<file path="config.mk">
export PLATFORM = sky130hd
export DESIGN_NAME = word_seq_divider
export DESIGN_NICKNAME = d
export VERILOG_FILES = /design/src/rtl/word_arith_pkg.sv /design/src/rtl/word_seq_divider.sv
export SDC_FILE = /design/constraint.sdc
export NUM_CORES = 1
export LEC_CHECK = 0
export ABC_CLOCK_PERIOD_IN_PS = 11000
export CORE_MARGIN = 2
export CORE_UTILIZATION = 38
export DETAILED_ROUTE_END_ITERATION = 8
export PLACE_DENSITY_LB_ADDON = 0.15
export SLEW_MARGIN = 20
export SYNTH_ARGS = -nofsm -noshare
export SYNTH_HDL_FRONTEND = slang
export SYNTH_SLANG_ARGS = --single-unit
</file>
<file path="constraint.sdc">
create_clock -name clk -period 11 [get_ports clk]
set_input_delay 2.2 -clock clk [delete_from_list [all_inputs] [get_ports clk]]
set_output_delay 2.2 -clock clk [all_outputs]
set_load 0.03 [all_outputs]
</file>
<file path="src/rtl/word_arith_pkg.sv">
// Shared types and constants for the word-arithmetic stream checker.
// next_state_ref is a plain behavioural model of the producer's next-state function.
package word_arith_pkg;

    localparam int WORD_W     = 8;
    localparam int DIV_CONST  = 3;
    localparam int DIV_CYCLES = 8;

    typedef enum logic [2:0] {
        SEED,
        MUL,
        DIV,
        MOD,
        WAIT
    } state_t;

    // Returns {valid, value}; valid is low when the modulus x+1 wraps to zero.
    function automatic logic [WORD_W:0] next_state_ref(input logic [WORD_W-1:0] x);
        logic [WORD_W-1:0] x_inc;
        logic [WORD_W-1:0] prod;
        logic [WORD_W-1:0] quo;
        x_inc = x + 8'd1;
        prod  = 8'(x_inc * x_inc);
        prod  = 8'(prod * (x - 8'd2));
        quo   = prod / 8'(DIV_CONST);
        if (x_inc == 8'd0) begin
            return '0;
        end
        return {1'b1, quo % x_inc};
    endfunction

endpackage

</file>
<file path="src/rtl/word_seq_divider.sv">
// Iterative restoring divider, one quotient bit per cycle MSB first; done pulses on the DIV_CYCLES-th cycle counted from start.
// No backpressure: operands are sampled on start, results are valid only while done is high.
module word_seq_divider
    import word_arith_pkg::*;
(
    input  logic              clk,
    input  logic              rst,
    input  logic              start,
    input  logic [WORD_W-1:0] dividend,
    input  logic [WORD_W-1:0] divisor,
    output logic              done,
    output logic [WORD_W-1:0] quotient,
    output logic [WORD_W-1:0] remainder,
    output logic              div_by_zero
);

    localparam int CW = $clog2(DIV_CYCLES);
    localparam logic [CW-1:0] LAST = CW'(DIV_CYCLES - 1);

    logic              busy;
    logic [CW-1:0]     cnt;
    logic [CW-1:0]     idx;
    logic [WORD_W-1:0] rem;
    logic [WORD_W-1:0] quo;
    logic [WORD_W-1:0] dvs;
    logic [WORD_W-1:0] rem_src;
    logic [WORD_W-1:0] quo_src;
    logic [WORD_W-1:0] dvs_src;
    logic [WORD_W:0]   trial;
    logic              ge;

    // The start cycle already performs the first step straight from the input operands.
    always_comb begin
        rem_src   = start ? '0 : rem;
        quo_src   = start ? dividend : quo;
        dvs_src   = start ? divisor : dvs;
        idx       = start ? '0 : cnt;
        trial     = {rem_src, quo_src[WORD_W-1]};
        ge        = (trial >= {1'b0, dvs_src});
        remainder = ge ? WORD_W'(trial - {1'b0, dvs_src}) : trial[WORD_W-1:0];
        quotient  = {quo_src[WORD_W-2:0], ge};
    end

    assign done        = (start || busy) && (idx == LAST);
    assign div_by_zero = (dvs_src == '0);

    always_ff @(posedge clk or posedge rst) begin
        if (rst) begin
            busy <= 1'b0;
            cnt  <= '0;
            rem  <= '0;
            quo  <= '0;
            dvs  <= '0;
        end else if (start || busy) begin
            rem  <= remainder;
            quo  <= quotient;
            dvs  <= dvs_src;
            cnt  <= idx + 1'b1;
            busy <= !done;
        end
    end

endmodule

</file>
==> metrics.md <==
| Metric | Value |
|---|---|
| Worst path slowest cell | `clkdlybuf4s50_1` |
| GRT Overall Usage | `16.33%` |
| Final wirelength | `4.173 mm` |
| Pre-antenna DRT Iters | `4` |
| R2R depth | `8` |
| Post-DP Area | `0.002276 mm^2` |
| CP peak stage delay | `660 ps` |
| Final Cell Area | `0.002347 mm^2` |
| Final period util | `72.00%` |
| Hold Path Sink | `cnt[1]` |
| Initial core utilization | `39.52%` |
| Worst EP arrival | `5720 ps` |
| Inserted Clock Buffers | `3` |
| Worst reg2reg setup slack | `8360 ps` |
| Max Fanout on Critical Path | `31` |
| FF-to-FF Start | `dvs[0]` |
| DIE AREA | `0.005489 mm^2` |
| Count of final setup violators | `0` |
| Core area | `0.004723 mm^2` |
| Setup TNS | `0 ps` |
| H-tree Lvls | `1` |
| Top cell by count, worst path | `clkdlybuf4s50_1` |
| GRT overflow | `0` |
| IR drop worst, VDD | `0.06385 mV` |
| Post-CTS Setup Bufs | `0` |
| Clk_lat worst skew | `280 ps` |
| Peak Freq | `126.3 MHz` |
| YS warnings | `0` |
| Async SR Flop Fraction | `100.0%` |
| Slew at the pin with the worst max-slew slack | `923.0 ps` |
| Main synth FF type | `dfrtp_1` |
| Max cap viols | `0` |
| Top delay family on crit path | `buffers and inverters` |
| Status | `finished, final reports clean` |
| Post-route ant nets | `0` |
| Number of synthesized flops with an enable pin | `0` |
| Initial antenna violation count | `0` |
| Power Density | `202.3 mW/mm^2` |
| Post-CTS sizing | `0` |
| Die height | `74.09 um` |
| Synthesized instance count | `194` |
| Largest net degree at the start of global routing | `32` |
| Vias in the first global route | `1423` |
| Post-synthesis sequential area ratio | `37.53%` |
| Min-delay src | `cnt[1]` |
| Max clock buf depth | `2` |
| Num ports | `37` |
| Clock root buffer | `clkbuf_8` |
| GPL Wtd Cong | `0.7903` |
| WL/cell | `14.19 um` |
| Worst EP required | `8800 ps` |
| Final Hold Viols | `0` |
| CTS tree | `built` |
| Clock sink total | `28` |
| RSZ-0062 raised after global routing | `no` |
| Final Critical Period | `7920 ps` |
| Synth Net Count | `224` |
| Skew final | `8.882 ps` |
| Kind of critical path | `input pin to output port` |
| Final #Nets | `258` |
| Worst-path clk slew | `100 ps` |
| Cell area after synthesis | `0.001867 mm^2` |
| Hold_buf cts | `0` |
| Slew Viols, Final | `0` |
| ANT cells | `0` |
| Die Wd | `74.09 um` |
| Synthesized flop and latch total | `28` |
| Crit path depth | `12` |
| Starting DRC count in detailed routing | `80` |
| Via count | `1450` |
| Multi-input logic area | `0.001061 mm^2` |
| WHS Path Cells | `2` |
| RR Endpoint | `rem[2]` |
| WP buf/inv | `4` |
| Core Rows | `25` |
| Count of different cell masters after synthesis | `49` |
| CP cell instances | `clkdlybuf4s50_1, buf_4, mux2i_1, ha_1, inv_1, fa_1, a211oi_1, o21bai_1, a21oi_1, xnor2_1, a21o_1, clkdlybuf4s50_1` |
| Hold Path Class | `register to register` |
| Average vias per placed instance | `4.932` |
| Fraction of layout cells with a size suffix above 1 | `13.66%` |
| # fillers | `460` |
| Slew margin rel. | `38.24%` |
| First-pass GRT wire length | `6.872 mm` |
| FF+latch area | `700.7 um^2` |
| IO buf count | `36` |
| Post-DP HPWL | `2.973 mm` |
| Area grow syn2layout | `25.74%` |
| # DRC | `0` |
| CP Capture Type | `output port` |
| Startpoint class of the critical path | `input pin` |
| Leak | `1.154 nW` |
| Synth Area per Inst | `9.623 um^2` |
-- registers in the layout, summed over array words and instances, names as in the netlist --
signal	flops
busy	1
cnt	3
quo	8
rem	8
dvs	8
-- cell type report --
| cell class | instances | share of cell area [%] |
|---|---|---|
| clock buffer | 3 | 1.759 |
| clock inverter | 1 | 1.279 |
| inverter | 14 | 2.345 |
| multi-input combinational | 143 | 45.20 |
| sequential | 28 | 29.85 |
| tap | 67 | 3.571 |
| timing repair buffer | 38 | 15.99 |
-- power by group --
part / switching, mW / internal (mW)
clock network: 0.0349 / 0.0488
registers: 0.00827 / 0.126
logic: 0.140 / 0.118
total: 0.183 / 0.292
-- cell families (layout without fill, tap and decap cells) --
kind of cell | count (synthesis) | count (layout) | synth area share [%]
flops | 28 | 28 | 37.53
compound gates | 29 | 29 | 12.60
mux | 24 | 24 | 14.41
simple gates | 74 | 74 | 19.71
buf+inv | 23 | 56 | 5.629
xor+xnor | 5 | 5 | 2.346
fa+ha+maj | 11 | 11 | 7.775
-- per-stage QoR --
stage          utilization [%]  std cells  setup slack [ps]  total power, mW  hold slack, ps
2_1_floorplan                -        194              3970           0.3226           430.9
3_3_place_gp             48.19        290              3137           0.3918           444.6
3_5_place_dp             48.19        290              3161           0.3924           450.2
4_1_cts                  49.70        294              3126           0.4775           473.0
5_1_grt                  49.70        294              2870           0.5076           501.1
6_report                 49.70        294              3080           0.4749           473.6
-- Yosys cell counts, types with 4 or more instances --
| library cell | instances | area [um^2] |
|---|---|---|
| a211oi_1 | 4 | 30.03 |
| a21o_1 | 5 | 37.54 |
| a21oi_1 | 4 | 20.02 |
| clkbuf_1 | 4 | 15.01 |
| dfrtp_1 | 28 | 700.7 |
| ha_1 | 10 | 125.1 |
| inv_1 | 13 | 48.80 |
| mux2_2 | 11 | 123.9 |
| mux2i_1 | 10 | 100.1 |
| nand2_1 | 10 | 37.54 |
| nand2b_1 | 7 | 43.79 |
| nor2_1 | 32 | 120.1 |
| nor2b_1 | 9 | 56.30 |
| xnor2_1 | 4 | 35.03 |
-- worst register-to-register path, cell delays in order, from the launching register on --
cell and delay, ps:
dfrtp_1 390, mux2_2 280, ha_1 310, nand2b_1 180, a2111oi_2 450, o31a_4 280
inv_4 90, mux2_4 310, mux2_4 250
-- layer usage --
metal / track usage (%) / part of all wire, %
met5: 0 / 0
met4: 5.657 / 2.3
met3: 2.168 / 2.8
met2: 26.19 / 46
met1: 22.73 / 49
-- cells in the final DEF (no fill, tap or decap), types with 2 or more instances in the layout --
cell type and n:
clkdlybuf4s50_1 36, nor2_1 32, dfrtp_1 28, inv_1 13, mux2_2 11, mux2i_1 10, nand2_1 10, ha_1 10
nor2b_1 9, nand2b_1 7, a21o_1 5, a211oi_1 4, a21oi_1 4, xnor2_1 4, mux2_4 3, a221o_1 3
nor3_1 3, clkbuf_8 3, o21ai_0 2, buf_4 2
-- how the worst max path moves through the flow --
stage / start / slack (ps) / to
after detailed placement: start / 3160 / remainder[6]
after CTS: start / 3130 / remainder[6]
after global routing: start / 2870 / remainder[6]
after floorplan: start / 3970 / remainder[0]
final: start / 3080 / remainder[6]
after global placement: start / 3140 / remainder[2]
No activity file was read; power rests on OpenSTA's default activity.
==> patch: new RTL, same flow settings <==
Set the package constant `DIV_CYCLES` to 16 (it was 8).
--- a/src/rtl/word_arith_pkg.sv
+++ b/src/rtl/word_arith_pkg.sv
@@ -4,7 +4,7 @@
 
     localparam int WORD_W     = 8;
     localparam int DIV_CONST  = 3;
-    localparam int DIV_CYCLES = 8;
+    localparam int DIV_CYCLES = 16;
 
     typedef enum logic [2:0] {
         SEED,
Check against the original RTL: not equivalent (Yosys sat finds a counterexample within 10 cycles, from zero or initial values and one cycle with rst high).
==> patch against the unedited design <==
- setup slack better by 0.085 ns
- total power down 6.7%
- critical path type unchanged
- combinational power down 14%
- synthesized area up 0.34%
- design area up 1.0%
- via count up 0.21%
- sequential cell count up 1
- clock power up 3.0%
- routed wire length down 3.5%
- count of clock-buffer cells in the layout up 4
==> patch: results (changes against the unedited design) <==
metric,value,unit,change
status,"finished, final reports clean",,
Iter 0 DRT Violations,37,,-54%
post-synthesis sequential area ratio,0.387,,+0.0121
vias per cell,4.84,,-1.8%
combinational share of power,0.499,,-0.043
pre-CTS setup slack,3.16,ns,-0.00239 ns
Post-synth top cells,"34 x nor2_1, 29 x dfrtp_1, 13 x inv_1, 13 x mux2_2",,
largest net degree at the start of global routing,34,,+6.3%
clk_skew,0.00309,ns,-0.00579 ns
H-tree levels,2,,+1
first-pass GRT wire length,6670,um,-3.0%
XOR/XNOR Fraction of Synth Area,0.0281,,+0.00460
relative slew slack,0.482,,+0.0998
Post-DP HPWL,3020,um,+1.6%
layout cell share with drive strength beyond 1,0.116,,-0.0207
"Distinct cells, synth",44,,-10%
largest cells by area after synthesis,"dfrtp_1 39%, mux2_2 7.8%, nor2_1 6.8%, ha_1 6.0%, mux2i_1 5.3%",,
Leak,0.00114,uW,-1.4%
metal1 wirelength,1980,um,-3.7%
Mean Syn Cell Area,9.51,sq um,-1.2%
gr usage total,0.160,,-0.00307
die width,74.2,um,+0.16%
CP max FO,33,,+6.5%
Final Routed Wirelength,4030,um,-3.5%
synthesized-area fraction occupied by adder cells,0.0708,,-0.00694
WL/cell,13.4,um,-5.5%
GR Util met3,0.0434,,+0.0217
cts bufs inserted,5,,+2
==> patch: changes by cell type in the layout (fill, tap and decap cells not counted), moves of 2 or more <==
cell and delta:
nor2_1 +2, nand2_1 -3, mux2_2 +2, clkbuf_8 +3
mux2_4 -2, nand2b_1 +2
==> patch: layout make-up <==
| cell class | instances | area, sq um |
|---|---|---|
| Fill cell | 448 | 2350 |
| Multi-Input combinational cell | 145 | 1050 |
| Sequential cell | 29 | 726 |
| Timing Repair Buffer | 38 | 375 |
| Clock buffer | 7 | 86.3 |
| Tap cell | 67 | 83.8 |
| Inverter | 14 | 52.6 |
==> patch: how the worst max path moves through the flow <==
stage,slack [ns],startpoint,depth (start not counted),endpoint
3_5_place_dp,3.16,start,11,remainder[4]
6_report,3.16,start,11,remainder[6]
2_1_floorplan,4.10,start,9,remainder[7]
3_3_place_gp,3.17,start,11,remainder[6]
4_1_cts,3.14,start,11,remainder[6]
5_1_grt,2.94,start,11,remainder[6]
